==> config.mk <==
export PLATFORM = sky130hd
export DESIGN_NAME = div
export DESIGN_NICKNAME = d
export VERILOG_FILES = /design/src/rtl/div_pkg.sv /design/src/rtl/div.sv
export SDC_FILE = /design/constraint.sdc
export NUM_CORES = 1
export LEC_CHECK = 0
export CELL_PAD_IN_SITES_DETAIL_PLACEMENT = 1
export CELL_PAD_IN_SITES_GLOBAL_PLACEMENT = 2
export CORE_UTILIZATION = 30
export DETAILED_ROUTE_END_ITERATION = 8
export HOLD_SLACK_MARGIN = 0.05
export PLACE_DENSITY = 0.78
export SETUP_SLACK_MARGIN = 0.15
export SYNTH_ARGS = -nofsm -noshare
export SYNTH_HDL_FRONTEND = slang
export SYNTH_SLANG_ARGS = --single-unit
==> constraint.sdc <==
create_clock -name clk -period 5.1 [get_ports clk]
set_clock_uncertainty 0.2 [all_clocks]
set_input_delay 1.02 -clock clk [delete_from_list [all_inputs] [get_ports clk]]
set_output_delay 1.02 -clock clk [all_outputs]
set_load 0.01 [all_outputs]
==> src/rtl/div_pkg.sv <==
// Shared definitions for the radix-2 restoring divider: state encodings,
// datapath widths and the iteration count.
package div_pkg;

    localparam int unsigned RegWidth       = 32;
    localparam int unsigned DoubleRegWidth = 64;
    localparam int unsigned DivIterations  = 32;
    localparam int unsigned CntWidth       = 6;

    typedef enum logic [1:0] {
        DIV_IDLE   = 2'b00,
        DIV_BYZERO = 2'b01,
        DIV_ON     = 2'b10,
        DIV_DONE   = 2'b11
    } div_state_e;

    // Magnitude of a 32-bit operand when treated as signed; unchanged otherwise.
    function automatic logic [RegWidth-1:0] div_mag(input logic [RegWidth-1:0] v,
                                                    input logic                sgn);
        return (sgn && v[RegWidth-1]) ? (~v + 1'b1) : v;
    endfunction

endpackage

==> src/rtl/div.sv <==
// Radix-2 restoring divider, 32 steps per operation, result {remainder, quotient}.
// Optional DIV_EARLY_TERM_EN: finish at once when |dividend| < |divisor|.
module div
    import div_pkg::*;
(
    input  logic                      clk,
    input  logic                      rst,
    input  logic                      start_i,
    input  logic                      signed_i,
    input  logic [RegWidth-1:0]       data1_i,
    input  logic [RegWidth-1:0]       data2_i,
    input  logic                      annul_i,
    output logic [DoubleRegWidth-1:0] result_o,
    output logic                      done_o,
    output logic [1:0]                state_o
);

    // Handshake: start_i is held until done_o is seen; done_o/result_o then hold
    // until start_i drops, which returns the block to IDLE on the same edge.

    div_state_e                state_q, state_d;
    logic [CntWidth-1:0]       cnt_q, cnt_d;
    logic [DoubleRegWidth:0]   pr_q, pr_d;
    logic [RegWidth-1:0]       divisor_q, divisor_d;
    logic                      signed_q, signed_d;
    logic                      sign1_q, sign1_d;
    logic                      sign2_q, sign2_d;
    logic [DoubleRegWidth-1:0] result_q, result_d;
    logic                      done_q, done_d;

    logic [RegWidth-1:0]       mag1, mag2;
    logic [DoubleRegWidth:0]   pr_sh, pr_step;
    logic [RegWidth:0]         diff;
    logic [RegWidth-1:0]       quot, rem, quot_fix, rem_fix;
    logic                      last_step, early_term;

    assign mag1 = div_mag(data1_i, signed_i);
    assign mag2 = div_mag(data2_i, signed_i);

`ifdef DIV_EARLY_TERM_EN
    assign early_term = (mag1 < mag2);
`else
    assign early_term = 1'b0;
`endif

    // One restoring step: shift, trial-subtract, keep the difference if it fits.
    assign pr_sh   = {pr_q[DoubleRegWidth-1:0], 1'b0};
    assign diff    = pr_sh[DoubleRegWidth:RegWidth] - {1'b0, divisor_q};
    assign pr_step = diff[RegWidth] ? pr_sh : {diff, pr_sh[RegWidth-1:1], 1'b1};

    assign quot     = pr_step[RegWidth-1:0];
    assign rem      = pr_step[DoubleRegWidth-1:RegWidth];
    assign quot_fix = (signed_q && (sign1_q ^ sign2_q)) ? (~quot + 1'b1) : quot;
    assign rem_fix  = (signed_q && sign1_q) ? (~rem + 1'b1) : rem;

    assign last_step = (cnt_q == CntWidth'(DivIterations - 1));

    always_ff @(posedge clk) begin
        if (rst) begin
            state_q <= DIV_IDLE;
        end else begin
            state_q <= state_d;
        end
    end

    always_comb begin
        state_d = state_q;
        if (annul_i) begin
            state_d = DIV_IDLE;
        end else begin
            unique case (state_q)
                DIV_IDLE: begin
                    if (start_i) begin
                        if (data2_i == '0)   state_d = DIV_BYZERO;
                        else if (early_term) state_d = DIV_DONE;
                        else                 state_d = DIV_ON;
                    end
                end
                DIV_BYZERO: state_d = start_i ? DIV_DONE : DIV_IDLE;
                DIV_ON: begin
                    if (!start_i)       state_d = DIV_IDLE;
                    else if (last_step) state_d = DIV_DONE;
                end
                DIV_DONE: begin
                    if (!start_i) state_d = DIV_IDLE;
                end
                default: state_d = DIV_IDLE;
            endcase
        end
    end

    always_comb begin
        cnt_d     = cnt_q;
        pr_d      = pr_q;
        divisor_d = divisor_q;
        signed_d  = signed_q;
        sign1_d   = sign1_q;
        sign2_d   = sign2_q;
        result_d  = result_q;
        done_d    = (state_d == DIV_DONE);
        if (!annul_i) begin
            unique case (state_q)
                DIV_IDLE: begin
                    if (start_i) begin
                        cnt_d     = '0;
                        pr_d      = {{(RegWidth+1){1'b0}}, mag1};
                        divisor_d = mag2;
                        signed_d  = signed_i;
                        sign1_d   = data1_i[RegWidth-1];
                        sign2_d   = data2_i[RegWidth-1];
                        // The original dividend already carries the right remainder sign.
                        if (data2_i != '0 && early_term) result_d = {data1_i, {RegWidth{1'b0}}};
                    end
                end
                DIV_BYZERO: begin
                    if (start_i) result_d = '0;
                end
                DIV_ON: begin
                    if (start_i) begin
                        cnt_d = cnt_q + 1'b1;
                        pr_d  = pr_step;
                        if (last_step) result_d = {rem_fix, quot_fix};
                    end
                end
                default: ;
            endcase
        end
    end

    always_ff @(posedge clk) begin
        if (rst) begin
            cnt_q     <= '0;
            pr_q      <= '0;
            divisor_q <= '0;
            signed_q  <= 1'b0;
            sign1_q   <= 1'b0;
            sign2_q   <= 1'b0;
            result_q  <= '0;
            done_q    <= 1'b0;
        end else begin
            cnt_q     <= cnt_d;
            pr_q      <= pr_d;
            divisor_q <= divisor_d;
            signed_q  <= signed_d;
            sign1_q   <= sign1_d;
            sign2_q   <= sign2_d;
            result_q  <= result_d;
            done_q    <= done_d;
        end
    end

    assign result_o = result_q;
    assign done_o   = done_q;
    assign state_o  = state_q;

endmodule

# Yosys cells after proc, flatten, opt, wreduce, memory -nomap -nowiden
# Index checks and enable logic that the tools add are counted.
# classes
addsub	6
n_eq_ne	9
mux	23
bitwise	6
n_reduce_logical	11
# op_table
operator	n
64-bit 2-to-1 mux	6
64-bit one-hot mux with 2 select lines	2
32-bit by 1-bit adder with 32-bit output (second input constant)	4
32-bit 2-to-1 mux	4
32-bit inverter	4
33-bit by 32-bit subtractor with 33-bit output	1
32-bit logical NOT	1
2-bit 2-to-1 mux	7
6-bit 2-to-1 mux	2
6-bit one-hot mux with 2 select lines	1
2-bit != test (second input constant)	4
2-bit one-hot mux with 4 select lines	1
6-bit by 1-bit adder with 6-bit output (second input constant)	1
2-bit == test (second input constant)	3
6-bit by 5-bit == test with 1-bit output (second input constant)	1
5-bit AND reduction	1
1-bit logical AND	4
4-bit AND reduction	1
2-bit nonzero test	2
3-bit AND reduction	1
2-bit by 1-bit == test with 1-bit output (second input constant)	1
2-bit logical NOT	1
1-bit inverter	1
1-bit XOR	1
# word_totals
ff_bits	172
inputBits	69
output_inout_bits	67
elab_cells	64

# Depth between registers and ports, before layout
# logic_depth
word_depth	8
mapped_depth	25
mapped_depth_nobuf	22

# Least setup slack after synthesis
# OpenSTA, ideal clock, no wires.
# synth_timing
path_kind	reg-to-reg
start	register pr_q[31]
end	register result_q[62], in the netlist result_o[62]
setup_ns	0.130
arrival_time_ns	4.648
required_time_ns	4.770
setup_slack_ns	0.122
stages_incl_launch_ff	23
n_path_buf	3
synth_period_minus_slack_ns	4.978
path_cell_list	dfxtp_1 -> inv_1 -> ha_1 -> inv_1 -> fa_1 -> a211oi_2 -> o211ai_2 -> nand2_2 -> a2111o_1 -> o211a_1 -> buf_2 -> buf_2 -> buf_2 -> mux2i_1 -> ha_1 -> or4b_2 -> or4_1 -> nor3_1 -> a41oi_1 -> nor3_1 -> a31oi_1 -> xnor2_1 -> o21ai_0
# synth_between
elab_chain_len	8
# synth_lines
item	line_no	rtl
start, declared	div.sv:23	logic [DoubleRegWidth:0] pr_q, pr_d;
start signal, assigned	div.sv:142	pr_q <= pr_d;
33-bit by 32-bit subtractor with 33-bit output	div.sv:48	assign diff = pr_sh[DoubleRegWidth:RegWidth] - {1'b0, divisor_q};
64-bit 2-to-1 mux *	div.sv:49	assign pr_step = diff[RegWidth] ? pr_sh : {diff, pr_sh[RegWidth-1:1], 1'b1};
32-bit inverter	div.sv:54	assign rem_fix = (signed_q && sign1_q) ? (~rem + 1'b1) : rem;
32-bit by 1-bit adder with 32-bit output	div.sv:54	
32-bit 2-to-1 mux *	div.sv:54	
64-bit 2-to-1 mux *	div.sv:122	if (last_step) result_d = {rem_fix, quot_fix};
64-bit 2-to-1 mux *	div.sv:119	if (start_i) begin
64-bit one-hot mux with 2 select lines *	div.sv:102	unique case (state_q)
end signal, assigned	div.sv:147	result_q <= result_d;
end, declared	div.sv:28	logic [DoubleRegWidth-1:0] result_q, result_d;
# Mark *: on every way between the ends. The rest lies on a longest branch, timed or not. The select of a mux whose other input is x is not followed.
# A chain may end at the register's enable or synchronous reset.

# Final worst setup path
# layout_timing
start	register divisor_q[29]
end	register result_q[62], in the netlist result_o[62]
# layout_between
elab_chain_len	8
# layout_lines
item	line_no	rtl
start, declared	div.sv:24	logic [RegWidth-1:0] divisor_q, divisor_d;
start signal, assigned	div.sv:143	divisor_q <= divisor_d;
33-bit by 32-bit subtractor with 33-bit output *	div.sv:48	
64-bit 2-to-1 mux *	div.sv:49	
32-bit inverter	div.sv:54	
32-bit by 1-bit adder with 32-bit output	div.sv:54	
32-bit 2-to-1 mux *	div.sv:54	
64-bit 2-to-1 mux *	div.sv:122	
64-bit 2-to-1 mux *	div.sv:119	
64-bit one-hot mux with 2 select lines *	div.sv:102	
# Marked as above.

==> out/metrics.yaml <==
sta:
  slew_headroom_pct: 25.7
  finalSetupTns_ns: 0
  fin_crit_sh_pct: 92.3
  final_hold_viol_count: 0
  finalSetupViolations: 0
  tightest_slew_ns: 1.11
  period_needed_ns: 4.71
  whs_ns: 0.247
  fmax_mhz: 212
  rsz0062_at_grt: "no"
  maxSlewViolCount: 0
yosys:
  ys_top_cells_by_area: "dfxtp_1 30%, nor2_1 5.7%, xnor2_1 5.7%"
  async_reset_ff_share_pct: 0
  synth_nets: 1630
  syn_inst: 1523
  synth_area_leader_cell: "dfxtp_1"
  ys_ff_latch: 172
  synth_edf_count: 0
  netlist.area_leader.share_pct: 29.8
  synth_warnings: 0
  synth.cell_area_um2: 11600
  avgSynthCellArea_um2: 7.60
  ys_seq_area_share_pct: 29.8
  synth_cell_types: 87
  ys.flop_type: "dfxtp_1"
route:
  antenna_left: 0
  route.detailed.drc: 0
  met1_length_um: 19500
  routed_wl_um: 43200
  detailedRoute.firstIterationViolations: 518
  routed-wl-met2_um: 21800
  dr_total_vias: 11610
  wl_met3_um: 1020
  firstDrtPassIters: 4
  top_layer_used: "met4"
  post_drt_wl_per_cell_um: 20.0
  viasPerCell: 5.38
floorplan:
  start_util_pct: 30.6
  core_area_um2: 37800
  io_pins: 136
  fp.dieH_um: 198
  die_w_um: 198
  die_area_um2: 39400
  row_count: 71
final_layout:
  fin_nets: 1741
  multi_input_area_um2: 7570
  diodes: 0
  fin_util_pct: 37.6
  regArea_um2: 3440
  drive_gt1_share_pct: 7.96
  stdcell_count: 2156
  n_fill_cell: 4627
  syn_to_final_growth_pct: 23.1
grt:
  antenna_found_initial: 0
  grt-ovfl-total: 0
  grt_use_total_pct: 22.3
  grt_max_degree: 75
  grt_pass1_vias: 11892
  grt_pass1_wl_um: 67500
clock_network:
  clkTransAtPathRegs_ns: 0.07
  cts_tree: "done"
  numCtsBuffers: 17
  cts_buffer_depth: 2
  clock-sinks: 172
  cts-root-buf: "clkbuf_16"
  clk_latency_ns: 0.45
  h-tree-depth: 4
setup_path:
  cp_data_required_time_ns: 5.20
  arrival_ns: 4.81
  endpoint_kind: "flip-flop"
  slowest_delay_ns: 0.50
  cp_max_fo: 6
  worstSetupPathType: "reg2reg"
  crit_chain: "inv_1 -> ha_1 -> and3_1 -> a2111o_1 -> o21ai_1 -> o211ai_1 -> o211a_4 -> inv_2 -> o21ai_0 -> inv_1 -> ha_2 -> or4b_4 -> or4_1 -> nor3_2 -> a41oi_1 -> nor3_2 -> a31oi_1 -> xnor2_1 -> o21ai_0"
  slowest_stage: "or4b_4"
  start_kind: "flip-flop"
hold_path:
  hold_class: "reg2reg"
pwr:
  leakage_nw: 5.09
  power_density_nw_per_um2: 253
  p_total_mw: 3.61
  vdd_drop_max_mv: 0.201
placement:
  dp_hpwl_um: 33800
  place.gp.congestion: 0.941
  portBuffers: 135
  dp.cells: 2126
run_status:
  outcome: "completed"
run:
  maxCapViolCount: 0
-- per-layer routing --
metal	vias up	track usage, %
met4	0	7.24
met3	45	3.20
li1	5698	-
met2	176	39.4
met5	-	0
met1	5691	27.6
-- cells in the mapped netlist (all sizes together) (4+ instances only) --
library cell	n
o41ai	7
o21ai	115
a311oi	4
ha	37
buf	21
a221oi	4
xor2	65
xnor2	75
a21boi	5
dfxtp	172
mux2i	17
nand2b	7
o211ai	12
o221ai	30
nand3	11
nand3b	6
and3	6
nor2b	21
or3	20
a41oi	5
and2	12
and4	4
nand2	177
a211oi	36
or4	10
a21o	9
clkbuf	68
o31ai	17
inv	65
a22oi	48
nor3	38
nor2	177
or2	7
o21a	5
a31oi	14
a32oi	6
o21bai	4
a21oi	117
nand4	10
nor4	24
-- sequential cells by signal, indices dropped and copies added, names as in the netlist --
| register | flops |
|---|---|
| cnt_q | 6 |
| divisor_q | 32 |
| done_o | 1 |
| pr_q | 64 |
| result_o | 64 |
| sign1_q | 1 |
| sign2_q | 1 |
| signed_q | 1 |
| state_o | 2 |
-- repair_timing --
item / in CTS / in global routing
hold buffers: 0 / 0
pin swaps: 0 / 2
endpoints found under the setup margin: 2 / 11
cloned: 0 / 0
setup buffers: 0 / 0
gates resized for setup: 1 / 7
-- layout make-up --
| type | instances | share of cell area [%] |
|---|---|---|
| Clock buffer | 18 | 3.08 |
| Multi-Input combinational cell | 1197 | 53.2 |
| Timing Repair Buffer | 181 | 11.9 |
| Tap cell | 511 | 4.49 |
| Clock inverter | 12 | 1.47 |
| Inverter | 65 | 1.71 |
| Sequential cell | 172 | 24.2 |
-- power breakdown --
group / total, mW / switching (mW) / leakage (nW) / internal, mW
Combinational: 0.690 / 0.427 / 3.38 / 0.262
Sequential: 1.41 / 0.0346 / 1.40 / 1.38
Clock: 1.51 / 0.622 / 0.315 / 0.886
-- kinds of logic after synthesis --
logic type | after synthesis | synth area share (%)
compound gates | 458 | 26.3
xor+xnor | 140 | 10.6
fa+ha+maj | 38 | 4.17
buf+inv | 154 | 5.32
flops | 172 | 29.8
mux | 19 | 1.67
simple gates | 542 | 22.2
-- metrics by stage --
step / setup WS, ns / cell area (µm²)
after floorplan: 0.182 / 11600
after global placement: 0.173 / 13600
after detailed placement: 0.0911 / 13600
after CTS: 0.159 / 14200
after global routing: 0.177 / 14200
final: 0.393 / 14200
-- worst max-delay path, delay by kind of cell, from the launching register on --
kind                     cells  cell delay, ns
flip-flops                   1            0.33
AO/OA/AOI/OAI                8            1.39
AND/OR/NAND/NOR              5            1.68
XOR/XNOR                     1            0.17
adder cells (fa/ha/maj)      2            0.55
buffers and inverters        3            0.23
-- layout by cell type (no fill, tap or decap), drive strengths merged, types with 24 or more instances in the layout --
master | netlist | routed
a211oi | 36 | 36
a21oi | 117 | 117
a22oi | 48 | 48
buf | 21 | 47
clkdlybuf4s50 | 0 | 134
dfxtp | 172 | 172
ha | 37 | 37
inv | 65 | 69
nand2 | 177 | 177
nor2 | 177 | 177
nor3 | 38 | 38
nor4 | 24 | 24
o21ai | 115 | 115
o221ai | 30 | 30
xnor2 | 75 | 75
xor2 | 65 | 65
-- final timing paths --
check,start,endpoint,slack (ns),cells after the start
worst max register to register,divisor_q[29],result_o[62],0.39,19
worst min register to register,result_o[60],result_o[60],0.25,2
worst min-delay path,result_o[60],result_o[60],0.25,2
worst max-delay path,divisor_q[29],result_o[62],0.39,19
Note: power is estimated with default switching activity, not from simulation.
